--- config.mk ---
export PLATFORM = sky130hd
export DESIGN_NAME = disp_scan_ctrl
export DESIGN_NICKNAME = d
export VERILOG_FILES = /design/src/rtl/disp_scan_ctrl_pkg.sv /design/src/rtl/disp_scan_ctrl_hex_to_seg.sv /design/src/rtl/disp_scan_ctrl.sv
export SDC_FILE = /design/constraint.sdc
export NUM_CORES = 1
export LEC_CHECK = 0
export BUFFER_PORTS_ARGS = -buffer_cell sky130_fd_sc_hd__buf_2
export CAP_MARGIN = 10
export CORE_MARGIN = 2
export CORE_UTILIZATION = 47
export CTS_CLUSTER_DIAMETER = 120
export DETAILED_ROUTE_END_ITERATION = 8
export PLACE_DENSITY = 0.74
export SLEW_MARGIN = 20
export SYNTH_ARGS = -nofsm -noshare
export SYNTH_HDL_FRONTEND = slang
export SYNTH_SLANG_ARGS = --single-unit
--- constraint.sdc ---
create_clock -name clk -period 1.9 [get_ports clk]
set_clock_uncertainty 0.1 [all_clocks]
set_input_delay 0.19 -clock clk [delete_from_list [all_inputs] [get_ports clk]]
set_output_delay 0.19 -clock clk [all_outputs]
set_load 0.01 [all_outputs]
--- src/rtl/disp_scan_ctrl_pkg.sv ---
// Shared definitions for the display scan controller: scan state encoding
// and the hex-to-7-segment glyph table that the calculator datapath also uses.
package disp_scan_ctrl_pkg;

  typedef enum logic [1:0] {
    ST_IDLE  = 2'd0,
    ST_BLANK = 2'd1,
    ST_DRIVE = 2'd2
  } scan_state_e;

  localparam logic [7:0] SEG_DARK = 8'hFF;

  // Active-low {g,f,e,d,c,b,a}; b and d are drawn lowercase.
  function automatic logic [6:0] hex7_n(input logic [3:0] nib);
    logic [6:0] p;
    case (nib)
      4'h0: p = 7'h40;
      4'h1: p = 7'h79;
      4'h2: p = 7'h24;
      4'h3: p = 7'h30;
      4'h4: p = 7'h19;
      4'h5: p = 7'h12;
      4'h6: p = 7'h02;
      4'h7: p = 7'h78;
      4'h8: p = 7'h00;
      4'h9: p = 7'h10;
      4'hA: p = 7'h08;
      4'hB: p = 7'h03;
      4'hC: p = 7'h46;
      4'hD: p = 7'h21;
      4'hE: p = 7'h06;
      4'hF: p = 7'h0E;
    endcase
    return p;
  endfunction

endpackage

--- src/rtl/disp_scan_ctrl_hex_to_seg.sv ---
// Combinational nibble to active-low segment decoder (dp handled by the caller).
module hex_to_seg
  import disp_scan_ctrl_pkg::*;
(
  input  logic [3:0] nib_i,
  output logic [6:0] seg_n_o
);

  assign seg_n_o = hex7_n(nib_i);

endmodule

--- src/rtl/disp_scan_ctrl.sv ---
// Multiplexed common-anode 7-seg scanner: BLANK gap then DRIVE per digit,
// paced by the prescaler tick, with per-digit decimal point and blink.
module disp_scan_ctrl
  import disp_scan_ctrl_pkg::*;
#(
  parameter int NDIG        = 4,
  parameter int BLANK_TICKS = 1,
  parameter int ON_TICKS    = 3,
  parameter int BLINK_DIV   = 256,
  localparam int SELW       = $clog2(NDIG)
) (
  input  logic              clk,
  input  logic              rst,
  input  logic              tick,
  input  logic              en,
  input  logic [4*NDIG-1:0] digits,
  input  logic [NDIG-1:0]   dp_mask,
  input  logic [NDIG-1:0]   blink_mask,
  output logic [NDIG-1:0]   an_n,
  output logic [7:0]        seg_n,
  output logic [SELW-1:0]   dig_sel,
  output logic              frame_done
);

  localparam int PMAX = (BLANK_TICKS > ON_TICKS) ? BLANK_TICKS : ON_TICKS;
  localparam int PCW  = $clog2(PMAX + 1);
  localparam int BW   = $clog2(BLINK_DIV);

  localparam logic [PCW-1:0]  BLANK_LAST = PCW'(BLANK_TICKS - 1);
  localparam logic [PCW-1:0]  ON_LAST    = PCW'(ON_TICKS - 1);
  localparam logic [SELW-1:0] DIG_LAST   = SELW'(NDIG - 1);

  scan_state_e     state_q, state_d;
  logic [PCW-1:0]  cnt_q, cnt_d;
  logic [BW-1:0]   blink_cnt_q, blink_cnt_d;
  logic            blink_ph_q, blink_ph_d;
  logic [SELW-1:0] dig_sel_q, dig_sel_d;
  logic [NDIG-1:0] an_q, an_d;
  logic [7:0]      seg_q, seg_d;
  logic            fd_q, fd_d;

  logic [NDIG-1:0][3:0] dig_arr;
  logic [6:0]           seg7_n;
  logic                 blank_done, drive_done, last_dig;

  assign dig_arr    = digits;
  assign blank_done = tick && (cnt_q == BLANK_LAST);
  assign drive_done = tick && (cnt_q == ON_LAST);
  assign last_dig   = (dig_sel_q == DIG_LAST);

  hex_to_seg u_dec (
    .nib_i   (dig_arr[dig_sel_q]),
    .seg_n_o (seg7_n)
  );

  always_ff @(posedge clk) begin
    if (!rst) begin
      state_q     <= ST_IDLE;
      cnt_q       <= '0;
      blink_cnt_q <= '0;
      blink_ph_q  <= 1'b0;
      dig_sel_q   <= '0;
      an_q        <= '1;
      seg_q       <= SEG_DARK;
      fd_q        <= 1'b0;
    end else begin
      state_q     <= state_d;
      cnt_q       <= cnt_d;
      blink_cnt_q <= blink_cnt_d;
      blink_ph_q  <= blink_ph_d;
      dig_sel_q   <= dig_sel_d;
      an_q        <= an_d;
      seg_q       <= seg_d;
      fd_q        <= fd_d;
    end
  end

  always_comb begin
    state_d     = state_q;
    cnt_d       = cnt_q;
    dig_sel_d   = dig_sel_q;
    blink_cnt_d = blink_cnt_q;
    blink_ph_d  = blink_ph_q;
    if (!en) begin
      state_d     = ST_IDLE;
      cnt_d       = '0;
      dig_sel_d   = '0;
      blink_cnt_d = '0;
      blink_ph_d  = 1'b0;
    end else begin
      // Blink timebase free-runs across the whole scan, independent of slots.
      if (tick && state_q != ST_IDLE) begin
        blink_cnt_d = blink_cnt_q + 1'b1;
        if (&blink_cnt_q) blink_ph_d = ~blink_ph_q;
      end
      unique case (state_q)
        ST_IDLE: begin
          state_d   = ST_BLANK;
          cnt_d     = '0;
          dig_sel_d = '0;
        end
        ST_BLANK: if (tick) begin
          if (blank_done) begin
            state_d = ST_DRIVE;
            cnt_d   = '0;
          end else begin
            cnt_d = cnt_q + 1'b1;
          end
        end
        ST_DRIVE: if (tick) begin
          if (drive_done) begin
            state_d   = ST_BLANK;
            cnt_d     = '0;
            dig_sel_d = last_dig ? '0 : dig_sel_q + 1'b1;
          end else begin
            cnt_d = cnt_q + 1'b1;
          end
        end
        default: state_d = ST_IDLE;
      endcase
    end
  end

  always_comb begin
    an_d  = an_q;
    seg_d = seg_q;
    fd_d  = 1'b0;
    if (!en || state_q == ST_IDLE) begin
      an_d  = '1;
      seg_d = SEG_DARK;
    end else if (state_q == ST_BLANK && blank_done) begin
      // Inputs are captured here only; the glyph is held for the whole DRIVE.
      seg_d = {~dp_mask[dig_sel_q], seg7_n};
      an_d  = '1;
      if (!(blink_ph_q && blink_mask[dig_sel_q])) an_d[dig_sel_q] = 1'b0;
    end else if (state_q == ST_DRIVE && drive_done) begin
      an_d  = '1;
      seg_d = SEG_DARK;
      fd_d  = last_dig;
    end
  end

  assign an_n       = an_q;
  assign seg_n      = seg_q;
  assign dig_sel    = dig_sel_q;
  assign frame_done = fd_q;

endmodule

==> reports/results.tsv, run 1 <==
stage	metric	value	unit
floorplanning	num ports	43	
critical_path	reg2reg end	seg_n[3]	
floorplanning	DIE HEIGHT	66.5	um
routing	vias per cell	5.51	
critical_path	Worst setup EP type	flip-flop	
logic_synthesis	synthesized area	1830	sq um
pwr	Pleak	0.00101	uW
logic_synthesis	library cells used by synthesis	45	
critical_path	WP data required	2010	ps
global_route	vias in the first global route	1615	
clock_tree	clock transition at the registers of the reported paths	100	ps
floorplanning	# rows	22	
critical_path	slowest CP cell	mux4_2	
critical_path	flop-to-flop setup slack	-100	ps
routing	post-detailed-route wirelength per cell	14.1	um
placement	Setup WS pre-CTS	-84.9	ps
placement	Cell Area, Placed	2240	sq um
hold_path	Worst Hold End	seg_n[0]	
logic_synthesis	Post-synth EDFFs	0	
critical_path	classification of the worst setup path	flip-flop to flip-flop	
timing	final worst slack	-97.8	ps
logic_synthesis	syn nets	252	
logic_synthesis	Async SR Flop Fraction	0	
critical_path	critical path peak fanout	4	
run_status	status	finished, violations left	
logic_synthesis	post-synthesis sequential element count	28	
timing	# setup viols final	6	
critical_path	r2r startpoint	dig_sel[0]	
logic_synthesis	Yosys warning total	0	
clock_tree	clock buffer depth	2	
layout	Synth-to-Final Area Change	29.6	%
clock_tree	H-tree depth	1	
floorplanning	die width	66.5	um
timing	fin crit period	2000	ps
placement	IO Port Bufs	42	
logic_synthesis	syn_area_per_cell	8.95	sq um
layout	fin nets	313	
global_route	global-route wire length before repair	7.11	mm
pwr	maximum vdd drop	0.347	mV
hold_path	Hold Path Stages	4	
clock_tree	CTS tree	built	
critical_path	startpoint types	flip-flop	
floorplanning	initial core utilization	0.494	
clock_tree	number of CTS-inserted buffers	3	
global_route	initial antenna violation count	0	
routing	drt pass-1 iters	4	
layout	commonest cells after routing, fill and taps aside	42 x buf_2, 28 x nor2_1, 27 x dfxtp_1	
placement	dpl hpwl	3.26	mm
timing	pin slew with the least headroom to its limit	427	ps
logic_synthesis	post-synthesis sequential area ratio	0.306	
global_route	remaining global-route overflow	0	
timing	final slew viol count	0	
critical_path	Cell Chain, Critical Path	mux4_2, inv_4, buf_6, ha_4, mux2i_1, o32ai_1, a41oi_1	
logic_synthesis	prevailing post-synth register cell	dfxtp_1	
clock_tree	Worst-Skew Late Latency	280	ps
logic_synthesis	Synth Instances	205	
floorplanning	full die area	4420	sq um
routing	via count	1725	
layout	ant diodes	0	
critical_path	Worst Reg-to-Reg Cells	7	
timing	Hold Vio Cnt, Final	0	
timing	RSZ-0062 raised after global routing	yes	
routing	Starting DRT DRC Count	124	
floorplanning	core area	3720	sq um
clock_tree	Root Driver	clkbuf_8	
layout	most common cell after layout, fill and taps aside	buf_2	
run_status	violated checks	setup timing	
timing	period utilization	1.05	
routing	DRC	0	
routing	WL final	4.42	mm
layout	fin area	2380	sq um
placement	RePlAce Congestion	0.877	
timing	FMAX	501	MHz
critical_path	CP Data Arrival Time	2110	ps
global_route	pin count of the biggest net entering global routing	19	
hold_path	Hold Crit Start	digits[6]	
layout	layout cells sized above 1	0.336	
critical_path	CP max stage delay	600	ps
routing	Antenna Nets Post-Route	0	
clock_tree	Sink Count	28	
timing	Slew headroom	0.713	
job	Max-Cap Viols	0	
global_route	global-route usage over all layers	0.206	
pwr	pwr dens	520	nW/um^2
hold_path	worst min-delay path category	input pin to flip-flop	
## power breakdown
group / internal, uW / switching (uW)
logic: 106 / 111
registers: 589 / 2.99
clock network: 230 / 198
total: 924 / 312
## stage by stage
stage	hold slack (ps)	power [uW]	utilization	std cells	setup TNS, ps
finish	217	1240	0.640	313	-285
global route	248	1290	0.640	313	-642
CTS	228	1230	0.625	310	-60.0
detailed placement	358	803	0.603	305	-126
global placement	345	800	0.603	305	-26.7
floorplan	334	723	-	205	-300
## metal layers
layer / vias up / wire length [um] / global-route usage
li1: 850 / - / -
met1: 815 / 1930 / 0.270
met2: 52 / 2170 / 0.356
met3: 8 / 235 / 0.0372
met4: 0 / 78 / 0.0383
met5: - / 0 / 0
## critical path: cells and delay by family (launching register included)
kind                       cells  cell delay [ps]
muxes                          2              760
DFF                            1              390
AOI/OAI and AO/OA              2              260
buffers and inverters          2              220
adders and majority gates      1              200
## how the worst max path moves through the flow
stage | startpoint | to | slack, ps | cells after the start
global placement | dig_sel[0] | seg_n[0] | -20 | 7
global route | dig_sel[0] | seg_n[3] | -140 | 7
floorplan | dig_sel[0] | seg_n[6] | -80 | 6
CTS | dig_sel[0] | seg_n[0] | -50 | 7
detailed placement | dig_sel[0] | seg_n[0] | -80 | 7
finish | dig_sel[0] | seg_n[3] | -100 | 7
## layout make-up
class / count / area [sq um]
inverter: 13 / 53.8
clock buffer: 4 / 66.3
timing repair buffer: 64 / 387
fill: 328 / 1340
sequential: 28 / 564
tap: 48 / 60.1
multi-input combinational: 156 / 1250
## flip-flops by register name, indices dropped and copies added, names as in the netlist
register / count
dig_sel: 2
state_q: 2
blink_cnt_q: 8
cnt_q: 2
seg_n: 8
frame_done: 1
an_n: 4
blink_ph_q: 1
## synthesized netlist by cell type, types with 3 or more instances
master     n  area, sq um
and3_1     9         56.3
mux2i_1    5         50.1
clkbuf_1   5         18.8
o21ai_0    7         35.0
a21oi_1    6         30.0
nor2_1    28          105
nor2b_1    4         25.0
nand4_1    3         18.8
ha_1      19          238
xor2_1     7         61.3
a22oi_1    6         45.0
xnor2_1    5         43.8
dfxtp_1   28          561
nand2_1   16         60.1
a31oi_1    5         31.3
inv_1     12         45.0
mux4_2     5          113
## cells by family (layout without fill, tap and decap cells)
family	Yosys count	in the layout	share of synthesized area
AOI/OAI and AO/OA	39	39	0.147
xor gates and xnor gates	12	12	0.0573
adders and majority gates	19	19	0.130
buffers and inverters	21	81	0.0518
DFF	28	28	0.306
muxes	11	11	0.103
and+or+nand+nor	75	75	0.206
## what timing repair did
| action | 4_1_cts | 5_1_grt |
|---|---|---|
| hold buffers | 0 | 0 |
| setup buffers | 1 | 3 |
| resized for setup | 1 | 7 |
| setup endpoints to repair | 5 | 11 |
| pin swaps | 2 | 4 |
No activity file was read; power rests on OpenSTA's default activity.
==> run 2: changes to the inputs <==
--- a/config.mk
+++ b/config.mk
@@ -12,6 +12,7 @@
 export CTS_CLUSTER_DIAMETER = 120
 export DETAILED_ROUTE_END_ITERATION = 8
 export PLACE_DENSITY = 0.74
+export SKIP_LAST_GASP = 1
 export SLEW_MARGIN = 20
 export SYNTH_ARGS = -nofsm -noshare
 export SYNTH_HDL_FRONTEND = slang
==> run 2 against run 1 <==
Net effect:
- the flow still finishes with violations (setup timing)
- global-route usage unchanged
- power down 0.42%
- maximum frequency down 0.18%
- count of clock-buffer cells in the layout is the same
- register-to-register slack hardly changed
- sequential share of layout area is 0.15 points higher
- design area shrank 0.63%
- wire length is 0.68% lower
- combinational power down 2%
- first-iteration DRC count shrank 15%
==> reports/results.tsv, run 2 (synthesis results as in run 1) <==
stage	metric	value	unit	change
run_status	status	finished, violations left		
run_status	violated checks	setup timing		
critical_path	Worst setup EP type	flip-flop		
job	Max-Cap Viols	0		unchanged
critical_path	WP data required	2010	ps	about the same
clock_tree	H-tree depth	1		unchanged
placement	dpl hpwl	3.26	mm	unchanged
critical_path	flop-to-flop setup slack	-100	ps	about the same
global_route	met3 Usage GRT	0.0372		unchanged
routing	vias per cell	5.44		-1.2%
critical_path	critical path peak fanout	4		unchanged
critical_path	reg2reg end	seg_n[3]		
floorplanning	full die area	4420	sq um	unchanged
critical_path	Worst Path Buf+Inv	2		unchanged
layout	commonest cells after routing, fill and taps aside	42 x buf_2, 28 x nor2_1, 27 x dfxtp_1		
clock_tree	clock buffer depth	2		unchanged
hold_path	Hold Crit Start	digits[6]		
clock_tree	CTS tree	built		
global_route	GR Layer Usage met2	0.356		unchanged
timing	# setup viols final	7		+1
global_route	Top Usage Layer GRT	met2		
critical_path	r2r startpoint	dig_sel[0]		
critical_path	startpoint types	flip-flop		
placement	IO Port Bufs	42		unchanged
critical_path	classification of the worst setup path	flip-flop to flip-flop		
timing	setup total negative slack	-299	ps	-14.5 ps
routing	via count	1704		-1.2%
timing	final slew viol count	0		unchanged
placement	RePlAce Congestion	0.877		unchanged
critical_path	CP max stage delay	600	ps	about the same
global_route	M1 GR Usage	0.270		unchanged
clock_tree	Root Driver	clkbuf_8		
global_route	initial antenna violation count	0		unchanged
layout	layout cells sized above 1	0.328		-0.00755
layout	Synth-to-Final Area Change	28.8	%	
floorplanning	core area	3720	sq um	unchanged
floorplanning	die width	66.5	um	unchanged
floorplanning	# rows	22		unchanged
clock_tree	Sink Count	28		unchanged
layout	fin area	2360	sq um	-0.63%
timing	pin slew with the least headroom to its limit	413	ps	-13.6 ps
placement	Cell Area, Placed	2240	sq um	unchanged
routing	Antenna Nets Post-Route	0		unchanged
critical_path	delay-heaviest family, CP	multiplexers		
routing	post-detailed-route wirelength per cell	14.0	um	-0.68%
pwr	Pleak	0.00100	uW	-0.71%
layout	ant diodes	0		unchanged
critical_path	Cell Chain, Critical Path	mux4_2, inv_4, buf_6, ha_4, mux2i_1, o32ai_1, a41oi_1		
routing	DRC	0		unchanged
pwr	pwr dens	521	nW/um^2	+0.21%
critical_path	Worst Reg-to-Reg Cells	7		unchanged
clock_tree	Worst-Skew Late Latency	280	ps	about the same
timing	FMAX	500	MHz	-0.18%
hold_path	worst min-delay path category	input pin to flip-flop		
layout	most common cell after layout, fill and taps aside	buf_2		
floorplanning	initial core utilization	0.494		unchanged
timing	Slew headroom	0.723		+0.00914
routing	WL final	4.39	mm	-0.68%
floorplanning	num ports	43		unchanged
global_route	remaining global-route overflow	0		unchanged
global_route	global-route wire length before repair	7.11	mm	unchanged
routing	drt pass-1 iters	4		unchanged
clock_tree	number of CTS-inserted buffers	3		unchanged
timing	final worst slack	-101	ps	-3.68 ps
hold_path	Hold Path Stages	4		unchanged
global_route	vias in the first global route	1615		unchanged
layout	Layout Cells excl Fill	313		unchanged
timing	fin crit period	2000	ps	+3.68 ps
critical_path	slowest CP cell	mux4_2		
placement	placed insts	305		unchanged
global_route	pin count of the biggest net entering global routing	19		unchanged
floorplanning	DIE HEIGHT	66.5	um	unchanged
timing	RSZ-0062 raised after global routing	yes		
hold_path	Worst Hold End	seg_n[0]		
global_route	global-route usage over all layers	0.206		unchanged
critical_path	CP Data Arrival Time	2110	ps	about the same
timing	period utilization	1.05		+0.00193
routing	Starting DRT DRC Count	106		-15%
clock_tree	clock transition at the registers of the reported paths	100	ps	about the same
timing	Hold Vio Cnt, Final	0		unchanged
pwr	maximum vdd drop	0.346	mV	-0.46%
layout	fin nets	313		unchanged
## run 2: cell types whose count changed in the layout (fill, tap and decap cells not counted)
cell / previous run / this run
a21oi_1: 4 / 5
a21oi_2: 2 / 1
buf_4: 19 / 20
buf_6: 3 / 2
nand2b_1: 0 / 1
nand2b_4: 1 / 0
## run 2: worst max-delay path by stage
| stage | startpoint | to | slack (ps) | cells after the start |
|---|---|---|---|---|
| 6_report | dig_sel[0] | seg_n[3] | -100 | 7 |
| 3_3_place_gp | dig_sel[0] | seg_n[0] | -20 | 7 |
| 3_5_place_dp | dig_sel[0] | seg_n[0] | -80 | 7 |
| 5_1_grt | dig_sel[0] | seg_n[3] | -140 | 7 |
| 2_1_floorplan | dig_sel[0] | seg_n[6] | -80 | 6 |
| 4_1_cts | dig_sel[0] | seg_n[0] | -50 | 7 |
## run 2: per-stage QoR
stage                     total power, uW  worst slack [ps]   util  hold slack [ps]
final                                1230              -101  0.636              216
after global routing                 1290              -145  0.636              248
after CTS                            1230             -48.0  0.625              228
after detailed placement              803             -84.9  0.603              358
after global placement                800             -18.5  0.603              345
after floorplan                       723             -84.6      -              334
## run 2: repair_timing
action,CTS,global route
gates resized for setup,1,4
hold buffers,0,0
endpoints found under the hold margin,0,0
pin swaps,2,4
buffers inserted,1,3
setup endpoints to repair,5,11
## run 2: cell type report
type,instances,area (sq um)
Multi-Input combinational cell,156,1230
Fill cell,331,1350
Sequential cell,28,564
Inverter,13,53.8
Clock buffer,4,66.3
Tap cell,48,60.1
Timing Repair Buffer,64,383
## run 2: tightest hold or removal path: cells and delay by family
family          cells  cell delay, ps
compound gates      3             250
buf+inv             1             120
## run 2: per-layer routing
layer / up-vias / wire (um)
met2: 52 / 2180
li1: 851 / -
met4: 0 / 58
met5: - / 0
met3: 6 / 207
met1: 795 / 1940
## run 2: power breakdown
| part | switching [uW] | total (uW) | leakage (uW) | internal [uW] |
|---|---|---|---|---|
| registers | 2.97 | 592 | 0.000227 | 589 |
| clock network | 197 | 427 | 0.0000339 | 230 |
| logic | 109 | 212 | 0.000741 | 103 |
| total | 309 | 1230 | 0.00100 | 922 |
